**src/rtl/car_motion_ctrl.sv**
```systemverilog
// Motion/dispatch FSM for the 7-floor elevator car. It chooses the travel direction, times
// floor-to-floor travel, and pulses latch clears for the requests served at each stop.
module car_motion_ctrl #(
  parameter int unsigned CLK_PER_FLOOR = 300000000,
  parameter int unsigned SETTLE_CYCLES = 4
) (
  input  logic       clk,
  input  logic       reset,
  input  logic [7:1] upRequest,
  input  logic [7:1] downRequest,
  input  logic [7:1] carRequest,
  input  logic       doorState,
  output logic [2:0] currentFloor,
  output logic [1:0] currentDirection,
  output logic       moving,
  output logic [7:1] clearUp,
  output logic [7:1] clearDown,
  output logic [7:1] clearCar
);

  localparam int CW = $clog2(CLK_PER_FLOOR);
  localparam int SW = (SETTLE_CYCLES > 0) ? $clog2(SETTLE_CYCLES + 1) : 1;
  localparam logic [CW-1:0] RELOAD = CW'(CLK_PER_FLOOR - 1);
  localparam logic [SW-1:0] SETTLE_LAST = SW'(SETTLE_CYCLES);
  localparam logic [1:0] DIR_STOP = 2'b00;
  localparam logic [1:0] DIR_UP   = 2'b10;
  localparam logic [1:0] DIR_DOWN = 2'b01;

  typedef enum logic [1:0] {IDLE, MOVE, DWELL} stateType;

  stateType      state, stateNext;
  logic [CW-1:0] travelCount, travelCountNext;
  logic [SW-1:0] settleCount, settleCountNext;
  logic [2:0]    floorNext;
  logic [1:0]    dirNext;
  logic          movingNext;
  logic [7:1]    clearUpNext, clearDownNext, clearCarNext;

  logic [7:1] upValid, downValid, anyReq, hereMask, stepMask, dwellMask;
  logic [2:0] stepFloor;
  logic       goingUp, reqAbove, reqBelow, stepAbove, stepBelow;
  logic       enterDwell;
  logic [1:0] dwellDir;

  function automatic logic [7:1] floorMask(input logic [2:0] f);
    logic [7:1] m;
    for (int g = 1; g <= 7; g++) m[g] = (g == int'(f));
    return m;
  endfunction

  function automatic logic [7:1] aboveMask(input logic [2:0] f);
    logic [7:1] m;
    for (int g = 1; g <= 7; g++) m[g] = (g > int'(f));
    return m;
  endfunction

  function automatic logic [7:1] belowMask(input logic [2:0] f);
    logic [7:1] m;
    for (int g = 1; g <= 7; g++) m[g] = (g < int'(f));
    return m;
  endfunction

  function automatic logic [1:0] flipDir(input logic [1:0] d);
    return (d == DIR_UP) ? DIR_DOWN : DIR_UP;
  endfunction

  // No hall-up button exists at the top floor and no hall-down button at the bottom floor.
  assign upValid   = upRequest & 7'b0111111;
  assign downValid = downRequest & 7'b1111110;
  assign anyReq    = upValid | downValid | carRequest;
  assign goingUp   = (currentDirection == DIR_UP);
  assign stepFloor = goingUp ? currentFloor + 3'd1 : currentFloor - 3'd1;
  assign hereMask  = floorMask(currentFloor);
  assign stepMask  = floorMask(stepFloor);
  assign reqAbove  = |(anyReq & aboveMask(currentFloor));
  assign reqBelow  = |(anyReq & belowMask(currentFloor));
  assign stepAbove = |(anyReq & aboveMask(stepFloor));
  assign stepBelow = |(anyReq & belowMask(stepFloor));

  // Next-state logic; every path into DWELL funnels through enterDwell so the clear pulse is uniform.
  always_comb begin
    stateNext       = state;
    floorNext       = currentFloor;
    dirNext         = currentDirection;
    movingNext      = moving;
    travelCountNext = travelCount;
    settleCountNext = settleCount;
    enterDwell      = 1'b0;
    dwellDir        = currentDirection;
    dwellMask       = hereMask;
    case (state)
      IDLE: begin
        if (!doorState) begin
          if (|(anyReq & hereMask)) begin
            enterDwell = 1'b1;
            dwellDir   = (|((upValid | carRequest) & hereMask)) ? DIR_UP : DIR_DOWN;
          end else if (reqAbove || reqBelow) begin
            dirNext         = reqAbove ? DIR_UP : DIR_DOWN;
            movingNext      = 1'b1;
            travelCountNext = RELOAD;
            stateNext       = MOVE;
          end
        end
      end
      MOVE: begin
        if (travelCount != '0) begin
          travelCountNext = travelCount - CW'(1);
        end else begin
          floorNext = stepFloor;
          dwellMask = stepMask;
          if ((goingUp && stepFloor == 3'd7) || (!goingUp && stepFloor == 3'd1)) begin
            enterDwell = 1'b1;
            dwellDir   = flipDir(currentDirection);
          end else if (|((carRequest | (goingUp ? upValid : downValid)) & stepMask)) begin
            enterDwell = 1'b1;
          end else if (|((goingUp ? downValid : upValid) & stepMask) &&
                       !(goingUp ? stepAbove : stepBelow)) begin
            enterDwell = 1'b1;
            dwellDir   = flipDir(currentDirection);
          end else begin
            travelCountNext = RELOAD;
          end
        end
      end
      DWELL: begin
        if (settleCount != SETTLE_LAST) begin
          settleCountNext = settleCount + SW'(1);
        end else if (!doorState) begin
          if (goingUp ? reqAbove : reqBelow) begin
            movingNext      = 1'b1;
            travelCountNext = RELOAD;
            stateNext       = MOVE;
          end else if (goingUp ? reqBelow : reqAbove) begin
            dirNext         = flipDir(currentDirection);
            movingNext      = 1'b1;
            travelCountNext = RELOAD;
            stateNext       = MOVE;
          end else if (|((goingUp ? downValid : upValid) & hereMask)) begin
            enterDwell = 1'b1;
            dwellDir   = flipDir(currentDirection);
          end else begin
            dirNext   = DIR_STOP;
            stateNext = IDLE;
          end
        end
      end
      default: stateNext = IDLE;
    endcase
    if (enterDwell) begin
      stateNext       = DWELL;
      dirNext         = dwellDir;
      movingNext      = 1'b0;
      settleCountNext = '0;
    end
    clearCarNext  = enterDwell ? dwellMask : '0;
    clearUpNext   = (enterDwell && dwellDir == DIR_UP) ? dwellMask : '0;
    clearDownNext = (enterDwell && dwellDir == DIR_DOWN) ? dwellMask : '0;
  end

  // All outputs are registered; reset parks the car at floor 1 regardless of where it was.
  always_ff @(posedge clk or posedge reset) begin
    if (reset) begin
      state            <= IDLE;
      currentFloor     <= 3'd1;
      currentDirection <= DIR_STOP;
      moving           <= 1'b0;
      travelCount      <= '0;
      settleCount      <= '0;
      clearUp          <= '0;
      clearDown        <= '0;
      clearCar         <= '0;
    end else begin
      state            <= stateNext;
      currentFloor     <= floorNext;
      currentDirection <= dirNext;
      moving           <= movingNext;
      travelCount      <= travelCountNext;
      settleCount      <= settleCountNext;
      clearUp          <= clearUpNext;
      clearDown        <= clearDownNext;
      clearCar         <= clearCarNext;
    end
  end

endmodule

```
**config.mk**
```make
export PLATFORM = sky130hd
export DESIGN_NAME = car_motion_ctrl
export DESIGN_NICKNAME = d
export VERILOG_FILES = /design/src/rtl/car_motion_ctrl.sv
export SDC_FILE = /design/constraint.sdc
export NUM_CORES = 1
export LEC_CHECK = 0
export ABC_AREA = 0
export BUFFER_PORTS_ARGS = -buffer_cell sky130_fd_sc_hd__buf_2
export CAP_MARGIN = 10
export CORE_MARGIN = 2
export CORE_UTILIZATION = 50
export DETAILED_ROUTE_END_ITERATION = 8
export GPL_TIMING_DRIVEN = 0
export HOLD_SLACK_MARGIN = 0.08
export PLACE_DENSITY = 0.8
export SETUP_SLACK_MARGIN = 0.2
export SKIP_CTS_REPAIR_TIMING = 1
export SLEW_MARGIN = 20
export SYNTH_ARGS = -nofsm -noshare
export SYNTH_HDL_FRONTEND = slang
export SYNTH_SLANG_ARGS = --single-unit
```
**constraint.sdc**
```tcl
create_clock -name clk -period 10.86 [get_ports clk]
set_input_delay 1.086 -clock clk [delete_from_list [all_inputs] [get_ports clk]]
set_output_delay 1.086 -clock clk [all_outputs]
set_load 0.005 [all_outputs]
```
==> results of run 1 <==
## power breakdown
group	internal (mW)	switching, mW	leakage, nW	total, mW
logic	0.0572	0.0834	1.18	0.141
clock network	0.130	0.0987	0.110	0.229
registers	0.247	0.0227	0.759	0.270
total	0.435	0.205	2.04	0.640
## cell usage after synthesis, types with 3 or more instances
master / number
nand3_1: 8
nand2b_1: 7
xnor2_1: 6
nor2_1: 42
or4_1: 7
nor2b_1: 5
o21ai_0: 37
o221ai_1: 4
and3b_1: 4
a2bb2oi_1: 4
nor3b_1: 11
nand2_1: 33
o211ai_1: 3
o31ai_1: 22
buf_2: 4
o2111ai_1: 3
nor3b_2: 7
or3_1: 13
o31a_1: 6
mux2_2: 3
and3_1: 5
inv_1: 30
dfrtp_1: 60
a31oi_1: 10
mux2i_1: 7
nor3_1: 27
a21oi_1: 16
o22ai_1: 9
nand4_1: 4
o21a_1: 3
a211oi_1: 6
o41ai_1: 3
a21o_1: 3
or2_2: 4
clkbuf_1: 23
o311ai_0: 3
nor4_1: 7
ha_1: 10
## worst paths after layout
check	end	slack [ns]	depth (start not counted)
setup / recovery	travelCount[1]	5.28	14
hold reg to reg	travelCount[3]	0.50	1
max in group asynchronous	currentDirection[0]	9.50	2
min in group asynchronous	clearDown[1]	0.87	2
hold / removal	travelCount[3]	0.50	1
setup reg to reg	travelCount[1]	5.28	14
## through the flow
step           util (%)  hold WS, ns
2_1_floorplan         -        0.447
3_3_place_gp       56.3        0.473
3_5_place_dp       56.3        0.496
4_1_cts            59.0        0.510
5_1_grt            59.0        0.542
6_report           59.0        0.505
## area by class of cell
type,count,share of cell area [%]
multi-input cells,379,51.3
flip-flops and latches,61,31.5
repair buffers,48,4.96
well taps,105,2.71
plain buffers,30,2.58
clock buffers,9,2.56
inverters,30,2.37
clock inverters,7,2.04
## worst reg2reg max path, cell delays in order, from the launching register on
cell	delay (ns)
dfstp_2	0.61
clkbuf_1	0.42
inv_1	0.15
clkbuf_1	0.34
ha_1	0.36
xnor2_1	0.73
mux2_2	0.38
a21oi_1	0.10
o311ai_0	0.41
nand4_1	0.30
a21oi_1	0.53
or2_2	0.20
clkbuf_1	0.31
clkbuf_1	0.44
a22oi_1	0.16
## flip-flops by register name (all words and copies together) (netlist names)
register / flops
travelCount: 29
clearCar: 7
clearDown: 7
clearUp: 7
currentFloor: 3
settleCount: 3
currentDirection: 2
state: 2
moving: 1
## logic make-up (layout without fill, tap and decap cells)
kind of cell	Yosys count	in the layout	synth area share [%]
AO/OA/AOI/OAI	152	152	24.4
XOR/XNOR	7	7	1.44
adder cells (fa/ha/maj)	10	10	2.94
buffers and inverters	60	124	5.59
flip-flops	61	61	35.9
multiplexers	10	10	2.44
AND/OR/NAND/NOR	200	200	27.2
## layer usage
| metal | track usage (%) | up-vias |
|---|---|---|
| li1 | - | 2002 |
| met2 | 42.5 | 252 |
| met5 | 0 | - |
| met4 | 9.40 | 0 |
| met1 | 40.5 | 2059 |
| met3 | 7.83 | 28 |
==> flow_summary_export.csv, run 1 <==
group,metric,value,unit
status,outcome,"completed",
detailed_routing,vias,4341,
cells_and_area,fill_cells,724,
pwr,powerDensity,132,mW/mm2
clocking,clockBufferDepth,2,
critical_path,cp.arrival,5.78,ns
cells_and_area,layout.cells.non_filler,669,
sta,relSlewSlack,33.7,%
synth,synth_cell_types,69,
synth,ys_seq_elements,61,
synth,ys_async_sr_fraction,100,%
die,start_util,51.7,%
synth,synthesis.area,0.00425,mm2
sta,grt_setup_unrepaired,"no",
clocking,clockRootBuffer,"clkbuf_8",
cells_and_area,layout-drive-gt1-share,16.5,%
synth,yosysTopAreaCell,"dfrtp_1",
detailed_routing,drtPass1Iterations,6,
clocking,cts.sinks,61,
critical_path,worstPathCellList,"clkbuf_1, inv_1, clkbuf_1, ha_1, xnor2_1, mux2_2, a21oi_1, o311ai_0, nand4_1, a21oi_1, or2_2, clkbuf_1, clkbuf_1, a22oi_1",
cells_and_area,final_common_cell,"dfrtp_1",
synth,syn_nets,534,
placement,dp_slack,5.48,ns
placement,dp.cells,653,
placement,place_area,0.00462,mm2
flow_run,cap_viol_max_count,0,
global_route,grt_max_degree,62,
cells_and_area,synthToLayoutAreaGrowth,14.0,%
critical_path,crit_required,11.05,ns
min_path,hold_class,"reg2reg",
clocking,htreeDepth,3,
sta,setup_ws,5.28,ns
detailed_routing,ant_nets,0,
synth,ys.flop_type,"dfrtp_1",
placement,portBuffers,48,
critical_path,cp-end-kind,"flop",
detailed_routing,wl_met3,1320,um
global_route,antenna_found_initial,0,
global_route,gr-total-overflow,0,
placement,routabilityCongestion,1.02,
die,io_pins,51,
synth,yosysWarnings,0,
sta,final_hold_viol_count,0,
sta,fin_skew,0.0137,ns
critical_path,critPathLaunchType,"flop",
cells_and_area,antenna_cells,0,
cells_and_area,register_area,0.00153,mm2
die,rows,33,
critical_path,critPathMostFrequentCell,"clkbuf_1",
sta,max_freq,179,MHz
pwr,power,0.640,mW
detailed_routing,wirelength,12600,um
synth,ys_seq_area_share,35.9,%
cells_and_area,multi_input_comb_area,0.00248,mm2
synth,ys_top_cells_by_area,"dfrtp_1 (35%), o21ai_0 (4.4%), o31ai_1 (3.9%), nor2_1 (3.7%), nor3_1 (3.2%)",
critical_path,startpoint,"currentFloor[0]",
cells_and_area,layout_common_cells,"dfrtp_1 (60), buf_2 (52), nor2_1 (42)",
synth,synth_cells,500,
clocking,cts_buffers,9,
pwr,cellLeakagePower,2.04,nW
critical_path,r2r_start,"currentFloor[0]",
critical_path,crit_buf_inv,5,
cells_and_area,fin_nets,593,
global_route,grt_first_pass_wirelength,20500,um
clocking,cts.clk_slew.worst_paths,0.07,ns
min_path,hold_path_startpoint,"travelCount[3]",
sta,setup_viol,0,
pwr,peakVddDrop,130,uV
detailed_routing,wl_met1,5380,um
detailed_routing,drt_iter0_drc,515,
clocking,clkLatencyLatePin,0.35,ns
sta,maxSlewViolCount,0,
cells_and_area,stdcell_area,0.00485,mm2
die,core_area,0.00822,mm2
detailed_routing,wl_met2,5660,um
die,die_w,96.2,um
die,design.die.area,0.00925,mm2
synth,postSynthAreaPerCell,8.50,um2
critical_path,cp_max_fo,12,
sta,period_needed,5.58,ns
detailed_routing,drc,0,
clocking,cts_tree,"built",
synth,synth_top_area_share,35.3,%
detailed_routing,wl_per_cell,18.9,um
critical_path,worstSetupPathType,"reg2reg",
critical_path,cp_slowest_cell,"xnor2_1",
die,fp.dieH,96.2,um
critical_path,cp_top_family,"buffers and inverters",
global_route,grt_usage,28.8,%
detailed_routing,drt-vias-per-instance,6.49,
sta,tightest_slew,0.987,ns
critical_path,critPathMaxStageDelay,0.73,ns
detailed_routing,top_layer_used,"met4",
global_route,grt_pass1_vias,4061,
placement,dpl.hpwl,9180,um
synth,synth_edf_count,0,
sta,final.period_utilization,51.4,%
sta,setup-tns-final,0,ns
Power figures use the tool's default switching activity.
==> run 2, diff against run 1 <==
- ABC_AREA: 0 -> 1
- clock period: 10.86 -> 5.3 ns (I/O delays scaled with it)
==> flow_summary_export.csv, run 2 <==
group,metric,value,unit
status,outcome,"completed",
die,die_w,97.7,um
die,design.die.area,0.00954,mm2
sta,setup-tns-final,0,ns
global_route,gr-total-overflow,0,
sta,max_freq,305,MHz
pwr,powerDensity,364,mW/mm2
synth,ys.flop_type,"dfrtp_1",
critical_path,crit_required,5.50,ns
cells_and_area,regMostFlops,"travelCount",
synth,synthAdderAreaFrac,2.85,%
die,fp.dieH,97.7,um
sta,fin_skew,0.0142,ns
cells_and_area,final_common_cell,"nand2_1",
synth,synth_top_family_by_area,"simple AND/OR/NAND/NOR gates",
clocking,clockRootBuffer,"clkbuf_8",
placement,dpl.hpwl,9380,um
global_route,grt_first_pass_wirelength,20900,um
pwr,power,1.84,mW
detailed_routing,vias,4547,
sta,setup_viol,0,
sta,period_needed,3.28,ns
critical_path,cp.arrival,3.49,ns
die,io_pins,51,
critical_path,r2r_start,"currentFloor[0]",
sta,final.period_utilization,61.9,%
cells_and_area,antenna_cells,0,
synth,synth-simple-area-share,39.3,%
synth,synth_xor_area_share,1.80,%
critical_path,cp_max_fo,11,
synth,synth_top_area_share,34.2,%
global_route,grt_max_degree,62,
synth,ys_seq_elements,61,
placement,portBuffers,48,
critical_path,startpoint,"currentFloor[0]",
clocking,cts.sinks,61,
clocking,clockBufferDepth,2,
clocking,clkLatencyLatePin,0.35,ns
cells_and_area,layout-drive-gt1-share,17.4,%
cells_and_area,fin_nets,736,
synth,postSynthAreaPerCell,6.84,um2
synth,yosysTopAreaCell,"dfrtp_1",
detailed_routing,wl_per_cell,15.2,um
detailed_routing,top_layer_used,"met4",
synth,syn_nets,676,
synth,synth_cells,642,
die,start_util,50.8,%
sta,relSlewSlack,51.7,%
synth,yosys-top-cells-count,"nand2_1 (157), nor2_1 (94), inv_1 (69), dfrtp_1 (60), nand3_1 (54)",
global_route,antenna_found_initial,0,
flow_run,cap_viol_max_count,0,
global_route,grt_pass1_vias,4404,
detailed_routing,drtPass1Iterations,5,
synth,synth-compound-area-share,11.5,%
detailed_routing,drt_iter0_drc,377,
synth,yosysWarnings,0,
pwr,peakVddDrop,163,uV
synth,ys_top_cells_by_area,"dfrtp_1 (34%), nand2_1 (13%), nor2_1 (8.0%), nand3_1 (6.2%), inv_1 (5.9%)",
clocking,cts.clk_slew.worst_paths,0.08,ns
cells_and_area,largest_reg_flops,29,
synth,ys_async_sr_fraction,100,%
detailed_routing,drc,0,
sta,maxSlewViolCount,0,
critical_path,critPathLaunchType,"flop",
clocking,cts_tree,"built",
synth,synthesis.area,0.00439,mm2
detailed_routing,wl_met3,789,um
synth,synth_cell_types,41,
detailed_routing,ant_nets,0,
clocking,cts_buffers,9,
die,rows,34,
pwr,cellLeakagePower,2.49,nW
critical_path,cp-end-kind,"flop",
min_path,hold_class,"in2async",
die,core_area,0.00864,mm2
detailed_routing,wl_met1,5240,um
synth,yosysMostFrequentCell,"nand2_1",
cells_and_area,layout_common_cells,"nand2_1 (157), nor2_1 (94), inv_1 (68)",
sta,grt_setup_unrepaired,"no",
synth,synthMuxAreaShare,0,%
detailed_routing,drt-vias-per-instance,5.58,
synth,synth_edf_count,0,
sta,tightest_slew,0.722,ns
global_route,grt_usage,26.8,%
synth,ys_seq_area_share,34.8,%
placement,routabilityCongestion,0.960,
detailed_routing,wl_met2,5990,um
cells_and_area,synthToLayoutAreaGrowth,15.3,%
detailed_routing,wirelength,12400,um
clocking,htreeDepth,3,
critical_path,worstSetupPathType,"reg2reg",
sta,final_hold_viol_count,0,
==> run 2: cell count changes in the layout (fill, tap and decap cells not counted), sizes merged, moves of 9 or more <==
cell | before | now
clkbuf | 32 | 12
inv | 31 | 81
nand2 | 33 | 166
nand3 | 8 | 58
nand3b | 2 | 11
nor2 | 42 | 101
nor3b | 18 | 1
o21ai | 39 | 48
o22ai | 9 | 0
o31ai | 22 | 4
or3 | 13 | 0
or4 | 9 | 0
==> run 2: critical path: stages (launching register included) <==
cell,delay [ns]
dfstp_2,0.40
buf_4,0.17
inv_2,0.16
ha_1,0.20
inv_1,0.07
nor2_4,0.15
inv_1,0.08
nand2_1,0.07
nand3_1,0.12
nand2_1,0.08
nand2_1,0.06
nor2_1,0.27
nand2_1,0.20
nor2_1,0.19
nand2_1,0.10
a31oi_1,0.28
nand3_4,0.22
nand3_2,0.24
nor2_1,0.08
==> run 2: where the power goes <==
part           total, mW  switching [mW]  internal, mW
registers          0.601          0.0649         0.536
clock network      0.533           0.194         0.339
logic              0.705           0.467         0.238
total               1.84           0.726          1.11
==> run 2: final cells by class <==
class / instances / area, um2
plain buffers: 13 / 108
multi-input cells: 485 / 2440
repair buffers: 49 / 268
fillers: 784 / 3580
clock buffers: 11 / 151
clock inverters: 5 / 106
well taps: 108 / 135
inverters: 83 / 319
flip-flops and latches: 61 / 1530
==> run 2: worst paths after layout <==
check                                        to  slack [ns]  depth (start not counted)
worst max-delay path               clearDown[7]        2.02                         18
worst min-delay path               clearDown[7]        0.24                          3
worst max register to register     clearDown[7]        2.02                         18
worst min register to register           moving        0.47                          2
max in group asynchronous       currentFloor[0]        4.78                          3
min in group clk                         moving        0.47                          2
==> run 2: layer usage <==
metal  global-route usage (%)  up-vias
met5                        0        -
met3                     2.88       30
li1                         -     2215
met1                     34.5     2106
met2                     45.9      196
met4                     11.1        0
==> run 2: logic make-up (layout without fill, tap and decap cells) <==
| kind of cell | after synthesis | in the layout |
|---|---|---|
| fa+ha+maj | 10 | 10 |
| xor+xnor | 9 | 9 |
| compound gates | 91 | 91 |
| buf+inv | 96 | 161 |
| simple gates | 375 | 375 |
| flops | 61 | 61 |
==> run 2: metrics by stage <==
stage          instances  cell area, um2  setup slack (ns)  hold slack (ns)  util (%)
2_1_floorplan        642            4390              2.67            0.465         -
3_3_place_gp         798            4760              2.16            0.464      55.2
3_5_place_dp         799            4790              2.09            0.460      55.5
4_1_cts              815            5050              2.09            0.245      58.5
5_1_grt              815            5060              1.72            0.266      58.6
6_report             815            5060              2.02            0.238      58.6
